--- src/rtl/cmd_stream_loader.sv ---
// Packs a valid/ready stream of WORD_WIDTH words into CMD_WIDTH commands and
// issues one command-memory write per packed command at consecutive addresses.
module cmd_stream_loader #(
   parameter int CMD_WIDTH      = 128,
   parameter int WORD_WIDTH     = 32,
   parameter int CMD_ADDR_WIDTH = 8
) (
   input  logic                      clk,
   input  logic                      reset_n,
   input  logic                      start,
   input  logic                      abort,
   input  logic [CMD_ADDR_WIDTH-1:0] start_addr,
   input  logic [CMD_ADDR_WIDTH:0]   num_cmds,
   input  logic [WORD_WIDTH-1:0]     word_in,
   input  logic                      word_valid,
   output logic                      word_ready,
   output logic [CMD_ADDR_WIDTH-1:0] cmd_write_addr,
   output logic [CMD_WIDTH-1:0]      cmd_write,
   output logic                      cmd_write_enable,
   output logic                      busy,
   output logic                      done
);
   localparam int WPC   = CMD_WIDTH / WORD_WIDTH;
   localparam int CNT_W = (WPC > 1) ? $clog2(WPC) : 1;

   localparam logic [1:0] ST_IDLE  = 2'd0;
   localparam logic [1:0] ST_LOAD  = 2'd1;
   localparam logic [1:0] ST_WRITE = 2'd2;
   localparam logic [1:0] ST_DONE  = 2'd3;

   localparam logic [CNT_W-1:0]          CNT_LAST = CNT_W'(WPC - 1);
   localparam logic [CNT_W-1:0]          CNT_ONE  = CNT_W'(1);
   localparam logic [CMD_ADDR_WIDTH-1:0] ADDR_ONE = CMD_ADDR_WIDTH'(1);
   localparam logic [CMD_ADDR_WIDTH:0]   REM_ONE  = (CMD_ADDR_WIDTH + 1)'(1);

   logic [1:0]                state_q, state_d;
   logic [CNT_W-1:0]          word_cnt_q, word_cnt_d;
   logic [CMD_WIDTH-1:0]      cmd_buf_q, cmd_buf_d;
   logic [CMD_ADDR_WIDTH-1:0] cur_addr_q, cur_addr_d;
   logic [CMD_ADDR_WIDTH:0]   remaining_q, remaining_d;
   logic                      word_ready_q, word_ready_d;
   logic [CMD_ADDR_WIDTH-1:0] cmd_write_addr_q, cmd_write_addr_d;
   logic [CMD_WIDTH-1:0]      cmd_write_q, cmd_write_d;
   logic                      cmd_write_enable_q, cmd_write_enable_d;
   logic                      busy_q, busy_d;
   logic                      done_q, done_d;

   logic [CMD_WIDTH-1:0]      merged_buf;
   logic                      accept;

   assign accept = (state_q == ST_LOAD) && word_valid && word_ready_q;

   // Buffer with the incoming word dropped into its slot; first word lands in the LSBs.
   for (genvar gi = 0; gi < WPC; gi++) begin : g_slot
      assign merged_buf[WORD_WIDTH*gi +: WORD_WIDTH] =
         (word_cnt_q == CNT_W'(gi)) ? word_in : cmd_buf_q[WORD_WIDTH*gi +: WORD_WIDTH];
   end

   always_comb begin
      state_d            = state_q;
      word_cnt_d         = word_cnt_q;
      cmd_buf_d          = cmd_buf_q;
      cur_addr_d         = cur_addr_q;
      remaining_d        = remaining_q;
      cmd_write_addr_d   = cmd_write_addr_q;
      cmd_write_d        = cmd_write_q;
      cmd_write_enable_d = 1'b0;
      done_d             = 1'b0;

      case (state_q)
         ST_IDLE: begin
            if (start) begin
               cur_addr_d  = start_addr;
               remaining_d = num_cmds;
               word_cnt_d  = '0;
               state_d     = (num_cmds == '0) ? ST_DONE : ST_LOAD;
            end
         end
         ST_LOAD: begin
            if (accept) begin
               cmd_buf_d = merged_buf;
               if (word_cnt_q == CNT_LAST) begin
                  word_cnt_d         = '0;
                  cmd_write_d        = merged_buf;
                  cmd_write_addr_d   = cur_addr_q;
                  cmd_write_enable_d = 1'b1;
                  state_d            = ST_WRITE;
               end else begin
                  word_cnt_d = word_cnt_q + CNT_ONE;
               end
            end
         end
         ST_WRITE: begin
            cur_addr_d  = cur_addr_q + ADDR_ONE;
            remaining_d = remaining_q - REM_ONE;
            word_cnt_d  = '0;
            state_d     = (remaining_q == REM_ONE) ? ST_DONE : ST_LOAD;
         end
         default: begin
            done_d  = 1'b1;
            state_d = ST_IDLE;
         end
      endcase

      // Abort overrides everything decided above, including a write on the last word.
      if (abort) begin
         state_d            = ST_IDLE;
         word_cnt_d         = '0;
         cmd_buf_d          = '0;
         cmd_write_d        = cmd_write_q;
         cmd_write_addr_d   = cmd_write_addr_q;
         cmd_write_enable_d = 1'b0;
         done_d             = 1'b0;
      end

      word_ready_d = (state_d == ST_LOAD);
      busy_d       = (state_d != ST_IDLE);
   end

   always_ff @(posedge clk or negedge reset_n) begin
      if (!reset_n) begin
         state_q            <= ST_IDLE;
         word_cnt_q         <= '0;
         cmd_buf_q          <= '0;
         cur_addr_q         <= '0;
         remaining_q        <= '0;
         word_ready_q       <= 1'b0;
         cmd_write_addr_q   <= '0;
         cmd_write_q        <= '0;
         cmd_write_enable_q <= 1'b0;
         busy_q             <= 1'b0;
         done_q             <= 1'b0;
      end else begin
         state_q            <= state_d;
         word_cnt_q         <= word_cnt_d;
         cmd_buf_q          <= cmd_buf_d;
         cur_addr_q         <= cur_addr_d;
         remaining_q        <= remaining_d;
         word_ready_q       <= word_ready_d;
         cmd_write_addr_q   <= cmd_write_addr_d;
         cmd_write_q        <= cmd_write_d;
         cmd_write_enable_q <= cmd_write_enable_d;
         busy_q             <= busy_d;
         done_q             <= done_d;
      end
   end

   assign word_ready       = word_ready_q;
   assign cmd_write_addr   = cmd_write_addr_q;
   assign cmd_write        = cmd_write_q;
   assign cmd_write_enable = cmd_write_enable_q;
   assign busy             = busy_q;
   assign done             = done_q;
endmodule
--- config.mk ---
export PLATFORM = sky130hd
export DESIGN_NAME = cmd_stream_loader
export DESIGN_NICKNAME = d
export VERILOG_FILES = /design/src/rtl/cmd_stream_loader.sv
export SDC_FILE = /design/constraint.sdc
export NUM_CORES = 1
export LEC_CHECK = 0
export ABC_AREA = 1
export CORE_ASPECT_RATIO = 2
export CORE_UTILIZATION = 60
export CTS_CLUSTER_DIAMETER = 40
export DETAILED_ROUTE_END_ITERATION = 8
export DONT_BUFFER_PORTS = 1
export GPL_TIMING_DRIVEN = 1
export PLACE_DENSITY = 0.76
export SYNTH_ARGS = -nofsm -noshare
export SYNTH_HDL_FRONTEND = slang
export SYNTH_SLANG_ARGS = --single-unit
--- constraint.sdc ---
create_clock -name clk -period 2.2 [get_ports clk]
set_input_delay 0.44 -clock clk [delete_from_list [all_inputs] [get_ports clk]]
set_output_delay 0.44 -clock clk [all_outputs]
set_load 0.005 [all_outputs]
After elaboration in Yosys (flattened, before gate mapping)
Cells that the tools add are included.

word-level totals
  flip-flop bits (word level) = 289
  input port bits = 54
  output and inout bits = 140
  logic and storage cells = 69

operators by class
  add/sub/neg operators = 3
  eq/ne operators = 10
  muxes and demuxes = 29
  bitwise logic cells = 1
  reductions and logical operators = 15

operator list
  cell                                                                count
  128-bit two-way mux                                                 3
  32-bit two-way mux                                                  4
  2-bit two-way mux                                                   10
  9-bit case mux with 2 select lines                                  1
  8-bit case mux with 2 select lines                                  1
  2-bit case mux with 3 select lines                                  2
  9-bit by 1-bit == test with 1-bit output, second input constant     1
  9-bit zero test                                                     1
  9-bit two-way mux                                                   1
  9-bit by 1-bit subtractor with 9-bit output, second input constant  1
  8-bit by 1-bit adder with 8-bit output, second input constant       1
  8-bit two-way mux                                                   1
  2-bit nonzero test                                                  4
  2-bit by 1-bit == test with 1-bit output, second input constant     3
  2-bit == test, second input constant                                3
  1-bit two-way mux                                                   6
  3-bit != test, second input constant                                2
  2-bit zero test                                                     2
  2-bit AND reduction                                                 2
  4-bit AND reduction                                                 1
  4-bit nonzero test                                                  1
  3-bit AND reduction                                                 1
  3-bit OR reduction                                                  1
  2-bit by 1-bit adder with 2-bit output, second input constant       1
  3 further kinds                                                     4

Logic depth before layout (Yosys ltp)
Gate-level depths: netlist (run 1).

  depth in word-level cells = 7
  depth in mapped cells = 10
  gate-level depth less buffers = 8

Worst setup path before layout (run 1)
Ideal clock, no wire load.

  kind = reg-to-reg
  start = reg word_cnt_q[1]
  end = reg cmd_buf_q[50]
  setup time = 0.133 ns
  data arrival time = 1.413 ns
  data required time = 2.067 ns
  setup slack = 0.653 ns
  cell stages (with the launch flop) = 8
  buffers on the path = 2
  clock period less this slack = 1.547 ns
  path through = dfrtp_1 inv_1 ha_1 clkbuf_1 clkbuf_1 o21ai_0 nand3_1 o21ai_0

between the ends
  word-level cells in the longest chain between the ends = 5

RTL lines
  element                                   line  RTL
  from (decl)                               37    logic [CNT_W-1:0] word_cnt_q, word_cnt_d;
  from (signal assigned)                    135   word_cnt_q <= word_cnt_d;
  2-bit by 1-bit == test with 1-bit output  56    (word_cnt_q == CNT_W'(gi)) ? word_in : cmd_buf_q[WORD_WIDTH*gi +: WORD_WIDTH];
  32-bit two-way mux                        56
  128-bit two-way mux                       80    if (accept) begin
  128-bit two-way mux                       70    case (state_q)
  128-bit two-way mux                       106   if (abort) begin
  to (signal assigned)                      136   cmd_buf_q <= cmd_buf_d;
  to (decl)                                 38    logic [CMD_WIDTH-1:0] cmd_buf_q, cmd_buf_d;

No other way between the ends. The select of a mux whose other input is x is not followed.
A chain may end at the register's enable or synchronous reset.

Final worst setup path (run 1)
  start = reg word_cnt_q[0]
  end = reg cmd_buf_q[108]

between the ends
  word-level cells in the longest chain between the ends = 5

RTL lines
  element              line
  2-bit == test        56
  32-bit two-way mux   56
  128-bit two-way mux  80
  128-bit two-way mux  70
  128-bit two-way mux  106

No other way between the ends. The select of a mux whose other input is x is not followed.

==> results, run 1 <==
- The power density relative to cell area is 777 nW/um2.
- The total cell area at the placement stage is between 10000 and 15000 um2.
- STA classifies the critical path startpoint as a register.
- The number of cells on the worst reg-to-reg path is 6.
- The fraction of layout cells with a size suffix above 1 is under 10%.
- The die outline width is just over 100 um.
- The worst pin sits at a relative slew slack of 44.8%.
- The number of DRC violations after detailed routing is 0.
- The number of nets with antenna violations after detailed routing is 0.
- Across the VDD grid, the largest voltage drop is 0.000672 V.
- The total area inside the core boundary comes to 20400 um2.
- Using the TritonRoute via totals, the vias-per-cell ratio works out to 5.60.
- At the end of routability-driven placement, the weighted congestion stood at approximately 0.86.
- The number of max-slew violations in the final report is 0.
- The number of clock buffers added by TritonCTS is 25.
- The clock reaches the later pin of the worst-skew pair after 540 ps.
- The shortest clock period the worst path allows after layout is 1800 ps.
- In this run the critical register-to-register path is captured at cmd_buf_q[108]$_DFFE_PN0P_.
- The endpoint required time on the critical path is 2580 ps.
- The number of endpoints with negative hold slack in the final report was 283.
- The run finished, with violations left.
- The number of antenna diodes in the final layout is 0.
- The worst-case clock buffer depth is 3.
- The post-CTS repair timing setup buffer count is 0.
- The aggregate negative setup slack is 0 ps.
- The overflow left after global routing is 0.
- Across every metal layer, demand over resource in global routing totals 30.5%.
- The clock drives 283 sinks.
- The DRC violation total after the first TritonRoute iteration is 555.
- Averaged over all synthesized cells, the footprint is between 8 and 9 um2.
- The number of standard cells after synthesis is 1486.
- Port buffering added 0 buffers.
- The type of the worst setup path is register to register.
- The post-cts resize count is 0.
- The layout net count is 1505.
- The floorplan step defined a die boundary enclosing between 20000 and 25000 um2.
- Across all register-to-register paths, the minimum setup slack is 400 ps.
- The top fanout value on the critical path is 52.
- The first global-routing pass estimated 50500 um of wire.
- The count of TritonRoute iterations in the first routing pass is 5.
- The tool flagged a number of max-cap violations equal to 0.
- The tightest min-delay check is of the primary input to asynchronous set/reset pin type.
- The final cycle utilization of the critical path is 81.9%.
- The height of the die is 205 um.
- The count of unique library cells instantiated by Yosys is 27.
- Derived from the worst setup path, the maximum achievable clock frequency is 0.555 GHz.
- The area growth from synthesis to layout is 9.04%.
- Summing the sequential cell areas from Yosys gives 57.1% of the chip area.
- The placed wire-length estimate after detailed placement is ~21000 um.
- At the pin with the least slew margin, the transition time is 828 ps.
- Summing all non-filler instances in the final layout gives an area of 13500 um2.
- The number of global-route vias before repair is 9738.
- The deepest level of the CTS H-tree is 1.
- Setup repair after global routing left no endpoint under its margin.
- The final worst hold slack is -404 ps.
- The checks that failed: negative hold slack.
- In this run the critical register-to-register path is launched from word_cnt_q[0]$_DFFE_PN0P_.
- The number of synthesized register bits is 283.
- The initial core utilization is about three fifths.
- At the worst endpoint, the arrival time is 2190 ps.
- The tree is rooted in a sky130_fd_sc_hd__clkbuf_16.
- The initial antenna violation count was 0.
- The routed length per placed instance is 18.3 um.
- When the netlist entered floorplanning its net count stood at 1547.
- The worst setup path is captured at a register.
- Yosys printed 0 warnings.
- The TritonCTS clock tree is built.
- The count of vias placed by the detailed router is 9672.
- 194 I/O pins were placed.
- The final routed wirelength across all metal layers is ~32000 um.
- The static power due to leakage is ~6.4 nW.
- The row count is 74.
- Entering global routing, the biggest net connects 284 pins.
- In this run the cell area of the synthesized design comes to 12400 um2.
- The setup clock skew after layout is 11.0 ps.
- Setup violations remaining at the end of the flow were counted as 0.
- After clock tree synthesis, the clock-pin slew on the worst setup and hold paths is about 70 ps.
==> report_power, final <==
part | switching, W | internal [W] | total [W]
clock network | 0.00197 | 0.00265 | 0.00461
logic | 0.000388 | 0.000162 | 0.000550
registers | 0.0000666 | 0.00527 | 0.00534
total | 0.00242 | 0.00809 | 0.0105
==> worst max-delay path: stages, from the launching register on <==
cell and delay, ps:
sky130_fd_sc_hd__dfrtp_1 420, sky130_fd_sc_hd__ha_1 260, sky130_fd_sc_hd__inv_2 120, sky130_fd_sc_hd__buf_4 410, sky130_fd_sc_hd__nand2_1 100, sky130_fd_sc_hd__o21ai_0 160, sky130_fd_sc_hd__o22ai_1 150
==> Yosys cell counts (all sizes together) <==
master | instances | share of area, %
nand2 | 423 | 13
dfrtp | 283 | 57
o21ai | 278 | 11
inv | 214 | 6.5
o22ai | 74 | 3.7
nand3 | 67 | 2.7
clkbuf | 54 | 1.6
buf | 38 | 1.5
nor2 | 29 | 1.1
ha | 7 | 0.71
a21oi | 6 | 0.24
o211ai | 3 | 0.18
nand4 | 2 | 0.10
nor3 | 2 | 0.081
xor2 | 2 | 0.14
a22oi | 1 | 0.061
a31oi | 1 | 0.050
and2 | 1 | 0.050
or2 | 1 | 0.050
==> per-stage QoR <==
step,setup WS [ps],utilization (%),power [W],hold slack [ps],instances
floorplan,653,-,0.00582,144,1486
CTS,404,66.4,0.0106,-417,1726
global placement,431,62.2,0.00597,153,1683
detailed placement,402,62.2,0.00598,152,1683
finish,398,66.4,0.0105,-404,1726
global route,276,66.4,0.0108,-422,1726
==> area by class of cell <==
class,instances,area (um2)
Multi-Input combinational cell,897,4150
Clock inverter,10,141
Timing Repair Buffer,23,298
Sequential cell,283,7080
Clock buffer,33,716
Inverter,214,808
Fill cell,1723,6850
Tap cell,266,333
==> worst max-delay path by stage <==
stage                              startpoint                         end  slack [ps]  depth (start not counted)
CTS                 word_cnt_q[0]$_DFFE_PN0P_  cmd_buf_q[108]$_DFFE_PN0P_         400                          6
floorplan           word_cnt_q[1]$_DFFE_PN0P_   cmd_buf_q[50]$_DFFE_PN0P_         650                          7
finish              word_cnt_q[0]$_DFFE_PN0P_  cmd_buf_q[108]$_DFFE_PN0P_         400                          6
detailed placement                 word_valid   cmd_write[31]$_DFFE_PN0P_         400                          7
global route        word_cnt_q[0]$_DFFE_PN0P_  cmd_buf_q[100]$_DFFE_PN0P_         280                          6
global placement                   word_valid   cmd_write[31]$_DFFE_PN0P_         430                          7
==> cells by family (layout without fill, tap and decap cells) <==
logic type,Yosys count,count (layout),synth area share [%]
simple gates,525,525,16.9
fa+ha+maj,7,7,0.706
buf+inv,306,280,9.62
flops,283,283,57.1
xor+xnor,2,2,0.141
compound gates,363,363,15.5
==> cell usage in the layout (no fill, tap or decap), types with 6 or more instances in the layout <==
cell type	n
sky130_fd_sc_hd__buf_4	13
sky130_fd_sc_hd__nand2_1	421
sky130_fd_sc_hd__nor2_1	27
sky130_fd_sc_hd__inv_1	210
sky130_fd_sc_hd__nand3_1	67
sky130_fd_sc_hd__o21ai_0	192
sky130_fd_sc_hd__dfrtp_1	283
sky130_fd_sc_hd__o22ai_1	74
sky130_fd_sc_hd__a21oi_1	6
sky130_fd_sc_hd__o21ai_1	85
sky130_fd_sc_hd__buf_12	10
sky130_fd_sc_hd__clkbuf_8	6
sky130_fd_sc_hd__clkbuf_16	25
==> routing by layer <==
layer | routed length (um) | global-route usage (%) | vias up | share of wire [%]
met5 | 0 | 0 | - | 0
met4 | 1850 | 18.2 | 0 | 5.9
met3 | 2110 | 6.81 | 82 | 6.7
met2 | 16500 | 54.8 | 312 | 52
met1 | 11100 | 32.6 | 4625 | 35
li1 | - | - | 4653 | -
==> sequential cells by signal (all words and copies together) (netlist names) <==
name,count
cmd_write,128
cmd_buf_q,122
remaining_q,9
cmd_write_addr,8
cur_addr_q,8
state_q,2
word_cnt_q,2
busy,1
cmd_write_enable,1
done,1
word_ready,1
No activity file was read; power rests on OpenSTA's default activity.
==> inputs of run 2 (changes only) <==
- ABC_AREA: 1 -> 0
- CORE_UTILIZATION: 60 -> 57
- PLACE_DENSITY: 0.76 -> 0.75
- clock period: 2.2 -> 1.6 ns (I/O delays scaled with it)
==> run 2 against run 1 <==
  * Total power rose by 28%
  * Largest cell class unchanged
  * The run ends with negative hold slack, negative setup slack left
  * Combinational power grew 110%
  * Sequential power is 27% higher
  * Clock power rose by 20%
  * Sequential share of layout area is 5.2 points lower
  * Core utilization grew 6.4 points
  * Fmax up 4.3%
  * Global-route usage down 2.2 points
  * Area after synthesis fell by 12%
==> results, run 2 <==
- Dividing the detail-routed wire length by the instance count gives 23.9 um.
- The number of endpoints with negative hold slack in the final report is 257.
- The final reports fail on negative hold slack, negative setup slack.
- Once the floorplan was initialized, standard cells occupied around 58% of the core.
- In this run, post-CTS hold repair placed 40 buffers.
- The critical path goes through and4b_2, and3b_4, buf_12, buf_12, mux2_2.
- The die is 99.8 um wide.
- A synthesized cell averages approximately 12 um2.
- The critical-path cell with the highest stage delay is sky130_fd_sc_hd__dfrtp_1.
- The number of DRC violations after detailed routing is 0.
- The die is 198 um tall.
- The first-pass GRT wire length is 43200 um.
- STA classifies the critical path endpoint as a register.
- Summed over all nets, the half-perimeter wirelength after detailed placement is about 16000 um.
- The cell class contributing the biggest share of worst-path delay is simple AND/OR/NAND/NOR gates.
- The buffers plus inverters on the worst setup path is 2.
- Setup repair after global routing could not meet its margin everywhere.
- The share of the Yosys chip area taken by registers is ~59%.
- The count of vias placed by the detailed router is 7624.
- The net count of the mapped netlist is 975.
- The shortest clock period the worst path allows after layout is 1730 ps.
- The maximum vdd ir drop is 0.000887 V.
- The worst setup path is launched from a register.
- The Yosys step of the flow raised 0 warnings.
- In this design, the stage delay of the slowest critical-path cell is 380 ps.
- Timing would allow up to between 0.5 and 0.6 GHz.
- The most common library cell in the layout ignoring fill and taps is sky130_fd_sc_hd__dfrtp_1.
- The overflow left after global routing is 0.
- Setup violations remaining at the end of the flow were counted as 213.
- CTS placed an instance of sky130_fd_sc_hd__clkbuf_16 at the clock tree root.
- The finished cells cover 13600 um2.
- The clock insertion delay at the later pin of the skew report is 500 ps.
- During placement, the flow inserted port buffers numbering 0.
- The deepest level of the CTS H-tree is 1.
- Fill cells in the final layout number 1238.
- Counting flops with a built-in enable in the synthesized netlist gives 0.
- The run finished, with violations left.
- Across all setup checks in the final design, the least slack found is -129 ps.
- By area the synthesized netlist is led by sky130_fd_sc_hd__dfrtp_1 (59%), sky130_fd_sc_hd__mux2i_1 (8.9%), sky130_fd_sc_hd__a22o_1 (7.7%), sky130_fd_sc_hd__a21oi_1 (5.2%), sky130_fd_sc_hd__nor2_1 (3.6%).
- The diode insertion count for antenna repair is 0.
- The most instantiated library cell after synthesis is sky130_fd_sc_hd__dfrtp_1.
- The cell type with the largest total area after synthesis is sky130_fd_sc_hd__dfrtp_1.
- Synthesis handed over a netlist of approximately 910 instances.
- The TritonCTS clock tree is built.
- The max-cap check violation count is 0.
- The cell that appears most often on the critical path is sky130_fd_sc_hd__buf_12.
- Final hold analysis gives a worst-case slack of -491 ps.
- For the pin with the worst max-slew slack, the measured transition is 795 ps.
- The number of synthesized register bits is 257.
- In this run the remaining antenna-violating nets after routing total 0.
- The number of max-slew violations in the final report is 0.
- The fraction of registers with async set/reset is 100%.
- The normalized max-slew margin is 47.0%.
- In the layout the commonest cells are sky130_fd_sc_hd__dfrtp_1 (257), sky130_fd_sc_hd__a22o_1 (96), sky130_fd_sc_hd__a21oi_1 (94), sky130_fd_sc_hd__mux2i_1 (87), sky130_fd_sc_hd__nor2_1 (57).
- In this run, CTS created clock tree buffers numbering 23.
- The top fanout value on the critical path is 9.
- The setup path with the least slack is of type register to register.
- The floorplan has 71 rows.
- The placed instances occupy a cell area of 11400 um2.
- In this run, the number of DRC markers left after iteration 0 of detailed routing was ~400.
- Routability-driven placement finished with a final weighted congestion of 0.827.
- The endpoint required time on the critical path is 1980 ps.
- The maximum number of pins on one net before global-route repair is about 260.
- The initial antenna violation count is 0.
- The number of global-route vias before repair came to 7818.
- In the final layout, the share of cells above drive strength 1 is 27.7%.
- The most frequently used flop master after synthesis is sky130_fd_sc_hd__dfrtp_1.
- The global router's overall resource usage is 28.3%.
- The post-synthesis instance area is between 10000 and 15000 um2.
- The worst hold path belongs to the class primary input to asynchronous set/reset pin.
- The first TritonRoute pass finished after 5 iterations.
- The core box area is 18700 um2.
- Summed over its instances, the top area cell type makes up 58.9% of the synthesized netlist area.
- By count the netlist is led by sky130_fd_sc_hd__dfrtp_1 (257), sky130_fd_sc_hd__a21oi_1 (113), sky130_fd_sc_hd__nor2_1 (104), sky130_fd_sc_hd__mux2i_1 (97), sky130_fd_sc_hd__a22o_1 (96).
- After detailed routing, the number of vias per cell comes to slightly above 6.
- Dividing total power by cell area gives a power density of slightly below 1000 nW/um2.
- The static power due to leakage is between 6 and 7 nW.
- The longest clock path from root to sink contains 3 buffers.
- The setup clock skew after layout is 15.8 ps.
- The flip-flop count of the largest register, all copies and words added is 128.
- The clock slew at the register clock pins of the worst setup and hold paths is approximately 60 ps.
- The number of top-level pins is ~190.
- The final routed wirelength across all metal layers is 29700 um.
- The overall die area is 19700 um2.
- Counting every sink on the clock net gives roughly 260.
- The arrival time reported for the critical path endpoint is 2100 ps.
- The count of unique library cells instantiated by Yosys is 48.
- The layout net count is 1035.
- The area growth from synthesis to layout is 25.0%.
- The final cycle utilization of the critical path is 108%.
run 2: cell types whose count changed in the layout (fill, tap and decap cells not counted), moves of 84 or more:
cell                      delta
sky130_fd_sc_hd__o21ai_0   -186
sky130_fd_sc_hd__a21oi_1    +88
sky130_fd_sc_hd__o21ai_1    -84
sky130_fd_sc_hd__mux2i_1    +87
sky130_fd_sc_hd__inv_1     -204
sky130_fd_sc_hd__nand2_1   -406
sky130_fd_sc_hd__a22o_1     +96
run 2: final timing paths:
path | end | from | cells past startpoint | slack, ps
min in group clk | busy$_DFF_PN0_ | abort | 2 | 20
worst max register to register | cmd_write[107]$_DFFE_PN0P_ | state_q[1]$_DFF_PN0_ | 5 | -130
max in group asynchronous | cmd_buf_q[0]$_DFFE_PN0P_ | reset_n | 0 | 1410
worst min register to register | cmd_buf_q[93]$_DFFE_PN0P_ | cmd_buf_q[93]$_DFFE_PN0P_ | 1 | 500
worst max-delay path | cmd_write[107]$_DFFE_PN0P_ | state_q[1]$_DFF_PN0_ | 5 | -130
worst min-delay path | cmd_write[122]$_DFFE_PN0P_ | reset_n | 0 | -490
run 2: cells by family after synthesis:
kind of cell               after synthesis  synth area share [%]
and+or+nand+nor                        159                  6.55
DFF                                    257                  58.9
muxes                                  137                  13.6
adders and majority gates                7                 0.802
AOI/OAI and AO/OA                      244                  15.1
buffers and inverters                  110                  5.01
run 2: metrics by stage:
step | TNS [ps] | worst slack, ps | total power, W | utilization, % | cells
2_1_floorplan | -7690 | -135 | 0.00747 | - | 914
3_3_place_gp | -11040 | -116 | 0.00770 | 60.9 | 1128
3_5_place_dp | -20520 | -206 | 0.00772 | 60.9 | 1128
4_1_cts | -3260 | -77.5 | 0.0135 | 68.7 | 1217
5_1_grt | -22700 | -160 | 0.0139 | 72.8 | 1240
6_report | -10320 | -129 | 0.0135 | 72.8 | 1240
run 2: routing by layer:
layer,GRT usage (%),share of wire (%),vias to the layer above
li1,-,-,3366
met1,32.9,37,3883
met2,50.9,55,311
met3,4.34,5.3,64
met4,12.3,3.6,0
met5,0,0,-
run 2: final cells by class:
| class | count | area (um2) | share of cell area (%) |
|---|---|---|---|
| Clock buffer | 33 | 693 | 5.08 |
| Multi-Input combinational cell | 548 | 4430 | 32.5 |
| Inverter | 8 | 30.0 | 0.220 |
| Tap cell | 255 | 319 | 2.34 |
| Timing Repair Buffer | 136 | 1680 | 12.3 |
| Sequential cell | 257 | 6430 | 47.2 |
| Clock inverter | 3 | 57.6 | 0.422 |
run 2: power breakdown:
part / internal, W / leakage [nW] / switching [W]
clock network: 0.00317 / 0.370 / 0.00236
registers: 0.00663 / 3.54 / 0.000146
logic: 0.000590 / 2.49 / 0.000576
total: 0.0104 / 6.40 / 0.00308
run 2: what timing repair did:
action,in CTS,in global routing
buffers inserted,10,17
setup endpoints to repair,216,238
hold endpoints to repair,394,257
gates cloned,3,7
pin swaps,2,8
gates resized for setup,36,132
